## src/rtl/pipelined_addsub.sv

```systemverilog
// pipelined_addsub: chunk-pipelined two's-complement add/sub with saturation, flags and stall handshake
module pipelined_addsub #(
   parameter int WIDTH = 16,
   parameter int CHUNK = 4
) (
   input  logic             clk,
   input  logic             rst,
   input  logic             in_valid,
   output logic             in_ready,
   input  logic [WIDTH-1:0] a,
   input  logic [WIDTH-1:0] b,
   input  logic             sub,
   input  logic             sat,
   output logic             out_valid,
   input  logic             out_ready,
   output logic [WIDTH-1:0] s,
   output logic             cout,
   output logic             ovf
);
   localparam int NSTAGE = WIDTH / CHUNK;
   logic             adv;
   logic [WIDTH-1:0] be;
   logic [CHUNK-1:0] fa, fb;
   logic             fc, fv, fsub, fsat, fo;
   logic [CHUNK:0]   top;
   logic [WIDTH-1:0] raw;
   assign adv      = !out_valid || out_ready;
   assign in_ready = adv;
   assign be       = b ^ {WIDTH{sub}};
   for (genvar k = 0; k < NSTAGE - 1; k++) begin : g_st
      localparam int UW = WIDTH - (k + 1) * CHUNK;
      localparam int LW = (k + 1) * CHUNK;
      logic          v, sb, st, c;
      logic [UW-1:0] au, bu;
      logic [LW-1:0] ps;
      if (k == 0) begin : g_first
         // resolve slice 0 straight from the ports, skew the upper operand slices
         always_ff @(posedge clk or posedge rst)
            if (rst) begin
               v  <= 1'b0;
               sb <= 1'b0;
               st <= 1'b0;
               c  <= 1'b0;
               au <= '0;
               bu <= '0;
               ps <= '0;
            end else if (adv) begin
               v       <= in_valid;
               sb      <= sub;
               st      <= sat;
               {c, ps} <= {1'b0, a[CHUNK-1:0]} + {1'b0, be[CHUNK-1:0]} + {{CHUNK{1'b0}}, sub};
               au      <= a[WIDTH-1:CHUNK];
               bu      <= be[WIDTH-1:CHUNK];
            end
      end else begin : g_mid
         // resolve slice k with the registered carry, deskew the finished lower sum
         always_ff @(posedge clk or posedge rst)
            if (rst) begin
               v  <= 1'b0;
               sb <= 1'b0;
               st <= 1'b0;
               c  <= 1'b0;
               au <= '0;
               bu <= '0;
               ps <= '0;
            end else if (adv) begin
               v  <= g_st[k-1].v;
               sb <= g_st[k-1].sb;
               st <= g_st[k-1].st;
               {c, ps[LW-1:LW-CHUNK]} <= {1'b0, g_st[k-1].au[CHUNK-1:0]} + {1'b0, g_st[k-1].bu[CHUNK-1:0]}
                                         + {{CHUNK{1'b0}}, g_st[k-1].c};
               ps[LW-CHUNK-1:0] <= g_st[k-1].ps;
               au <= g_st[k-1].au[UW+CHUNK-1:CHUNK];
               bu <= g_st[k-1].bu[UW+CHUNK-1:CHUNK];
            end
      end
   end
   if (NSTAGE == 1) begin : g_one
      assign fa   = a;
      assign fb   = be;
      assign fc   = sub;
      assign fv   = in_valid;
      assign fsub = sub;
      assign fsat = sat;
      assign raw  = top[CHUNK-1:0];
   end else begin : g_many
      assign fa   = g_st[NSTAGE-2].au;
      assign fb   = g_st[NSTAGE-2].bu;
      assign fc   = g_st[NSTAGE-2].c;
      assign fv   = g_st[NSTAGE-2].v;
      assign fsub = g_st[NSTAGE-2].sb;
      assign fsat = g_st[NSTAGE-2].st;
      assign raw  = {top[CHUNK-1:0], g_st[NSTAGE-2].ps};
   end
   assign top = {1'b0, fa} + {1'b0, fb} + {{CHUNK{1'b0}}, fc};
   assign fo  = (fa[CHUNK-1] == fb[CHUNK-1]) && (top[CHUNK-1] != fa[CHUNK-1]);
   // output stage: top slice, flags and optional clamp; data only moves on a valid transfer
   always_ff @(posedge clk or posedge rst)
      if (rst) begin
         out_valid <= 1'b0;
         s         <= '0;
         cout      <= 1'b0;
         ovf       <= 1'b0;
      end else if (adv) begin
         out_valid <= fv;
         if (fv) begin
            s    <= (fsat && fo) ? {fa[CHUNK-1], {(WIDTH-1){~fa[CHUNK-1]}}} : raw;
            cout <= top[CHUNK] ^ fsub;
            ovf  <= fo;
         end
      end
endmodule

```

## config.mk

```make
export PLATFORM = sky130hd
export DESIGN_NAME = pipelined_addsub
export DESIGN_NICKNAME = d
export VERILOG_FILES = /design/src/rtl/pipelined_addsub.sv
export SDC_FILE = /design/constraint.sdc
export NUM_CORES = 1
export LEC_CHECK = 0
export ABC_AREA = 1
export CAP_MARGIN = 10
export CORE_MARGIN = 5
export CORE_UTILIZATION = 43
export DETAILED_ROUTE_END_ITERATION = 10
export PLACE_DENSITY = 0.69
export SLEW_MARGIN = 20
export SYNTH_ARGS = -nofsm -noshare
export SYNTH_HDL_FRONTEND = slang
export SYNTH_SLANG_ARGS = --single-unit
```

## constraint.sdc

```tcl
create_clock -name clk -period 7.7 [get_ports clk]
set_clock_uncertainty 0.1 [all_clocks]
set_input_delay 1.54 -clock clk [delete_from_list [all_inputs] [get_ports clk]]
set_output_delay 1.54 -clock clk [all_outputs]
set_load 0.1 [all_outputs]
```

==> metrics <==
outcome=completed; Final min period=4952 ps; global-route wire length before repair=14,590 um; P&R area growth vs syn=19.21%; Worst EP arrival=3310 ps; Worst-Margin Slew=975.0 ps; post-CTS sizing=0; Final GP Congestion=0.7429; final WL=8261 um; DR pass1 iterations=4; clk_lat worst skew=roughly 360 ps; clk sinks=slightly above 100; # nets final=604; Site Rows=37; diode count=0; vias per inst=4.663; worst hold slack=around 370 ps; antenna violations before repair=0; cells after synthesis=~500; most frequent cells in the layout=nand2_1, dfrtp_1, clkdlybuf4s50_1; mux share of post-synthesis cell area=0%; Yosys cell types=27; synthesized netlist net count=between 500 and 600; dpl hpwl=5736 um; Core ar.=approximately 0.010 mm2; commonest non-fill, non-tap cell in the layout=nand2_1; Pwr Density=451.0 mW/mm2; slew margin rel.=34.80%; clk slew on worst S/H paths=roughly 100 ps; post-CTS setup buffer count=0; CP Capture Type=output pin; Compound-Gate Fraction of Synth Area=around 10%; DRC=0; remaining antenna violation count=0; adder-cell share of the synthesized area=6.287%; routed len/inst=12.01 um; max-slew violations=0; Starting Density=44.32%; gr usage total=13.76%; Hold Buf Count CTS=0; Non-Filler Instances=slightly below 700; Seq/Total Area, Yosys=~56%; Tcrit/Tclk final=64.31%; Port-buffer cells=57; Crit path required time=slightly above 6000 ps; FF+latch count, synth=slightly above 100; worst vdd ir=between 0.2 and 0.25 mV; CTS tree=yes; setup tns final=0 ps; fmax=201.9 MHz; critical path class=primary input to output pin; setup violators final=0; Power Total=0.002482 W; Post-Synth Simple-Gate Area=19.11%; layout cells sized above 1=6.884%; Die Ht=between 100 and 150 um; largest family of logic cells by synthesized area=simple AND/OR/NAND/NOR gates; clock buffer depth=2; Hold Fails Final Rpt=0; largest net degree at the start of global routing=96; CP max FO=2; CTS Buf Count=9; IO Pins=58; Syn Std Cell Area=0.004617 mm2; RSZ-0062 raised after global routing=false; vias=3,208; Avg Cell Area, Syn=just over 9 um2; XOR/XNOR share of the synthesized area=3.415%; number of global-route vias before repair=3,311; Root Driver=clkbuf_8; Synth warnings=0; H-tree levels=3; min-delay worst type=flop to flop; initial DRC count=104; dpl cells=672; total die area=0.01291 mm2; Die X=113.6 um; LEAKAGE=between 2 and 3 nW; startpoint types=primary input; Max Cap Viol=0; grt total ovfl=0
## final cells by class
type                    count  area (um2)
clock buffers              12       155.1
inverters                  35       133.9
well taps                 136       170.2
flip-flops and latches    103        2577
fillers                   993        4912
repair buffers             61       604.3
multi-input cells         337        1785
clock inverters             4       77.57
## stage by stage
step	utilization [%]	instance area (um2)	worst slack, ps
4_1_cts	52.80	5500	2720
3_3_place_gp	50.57	5268	2724
5_1_grt	52.84	5504	2719
2_1_floorplan	-	4617	3356
3_5_place_dp	50.57	5268	2736
6_report	52.84	5504	2748
## synthesized netlist by cell type (all sizes together)
| cell type | n | share of area, % |
|---|---|---|
| xor2 | 5 | 0.95 |
| or2 | 1 | 0.14 |
| a31oi | 2 | 0.27 |
| clkbuf | 6 | 0.49 |
| fa | 7 | 3.0 |
| dfrtp | 103 | 56 |
| xnor2 | 13 | 2.5 |
| nand4 | 3 | 0.73 |
| nand3b | 1 | 0.16 |
| a21oi | 22 | 3.1 |
| o22ai | 1 | 0.14 |
| o21ai | 57 | 6.2 |
| nor2 | 33 | 3.0 |
| nand3 | 7 | 1.1 |
| o21bai | 1 | 0.16 |
| buf | 17 | 2.2 |
| ha | 12 | 3.3 |
| nand2 | 172 | 14 |
| inv | 35 | 2.8 |
## critical path, cell delays in order
cell,delay (ps)
clkdlybuf4s50_1,510
nor2_4,60
inv_2,70
clkdlybuf4s50_1,1130
## kinds of logic (layout without fill, tap and decap cells)
logic type	after synthesis	after routing
compound gates	83	83
xor+xnor	18	18
fa+ha+maj	19	19
buf+inv	58	112
flops	103	103
simple gates	217	217
## worst paths after layout
| kind | startpoint | to | slack [ps] | cells past startpoint |
|---|---|---|---|---|
| worst max-delay path | out_ready | in_ready | 2750 | 4 |
| worst min-delay path | g_st[0].bu[6]$_DFFE_PP0N_ | g_st[1].bu[2]$_DFFE_PP0N_ | 370 | 2 |
| worst max register to register | out_valid$_DFFE_PP0N_ | s[14]$_DFFE_PP0P_ | 5520 | 7 |
| worst min register to register | g_st[0].bu[6]$_DFFE_PP0N_ | g_st[1].bu[2]$_DFFE_PP0N_ | 370 | 2 |
| max in group asynchronous | rst | g_st[0].au[0]$_DFFE_PP0N_ | 5180 | 3 |
| min in group asynchronous | rst | s[13]$_DFFE_PP0P_ | 1360 | 2 |
## report_power, final
part | total, W | internal [W] | switching (W)
logic | 0.00119 | 0.000362 | 0.000832
registers | 0.000907 | 0.000778 | 0.000129
clock network | 0.000381 | 0.000202 | 0.000179
total | 0.00248 | 0.00134 | 0.00114
## per-layer routing
layer / part of all wire, % / global-route usage (%) / vias to the layer above
met5: 0 / 0 / -
met4: 2.2 / 6.571 / 0
met3: 3.3 / 2.599 / 16
met2: 47 / 22.14 / 49
met1: 48 / 17.96 / 1471
li1: - / - / 1672
## registers in the layout, summed over array words and instances (netlist names)
register and count:
cout 1, fa 4, fb 4, fc 1, fsat 1, fsub 1, fv 1, g_st.au 20
g_st.bu 20, g_st.c 2, g_st.ps 24, g_st.sb 2, g_st.st 2, g_st.v 2, out_valid 1, ovf 1
s 16
(Power assumes the default switching activity.)
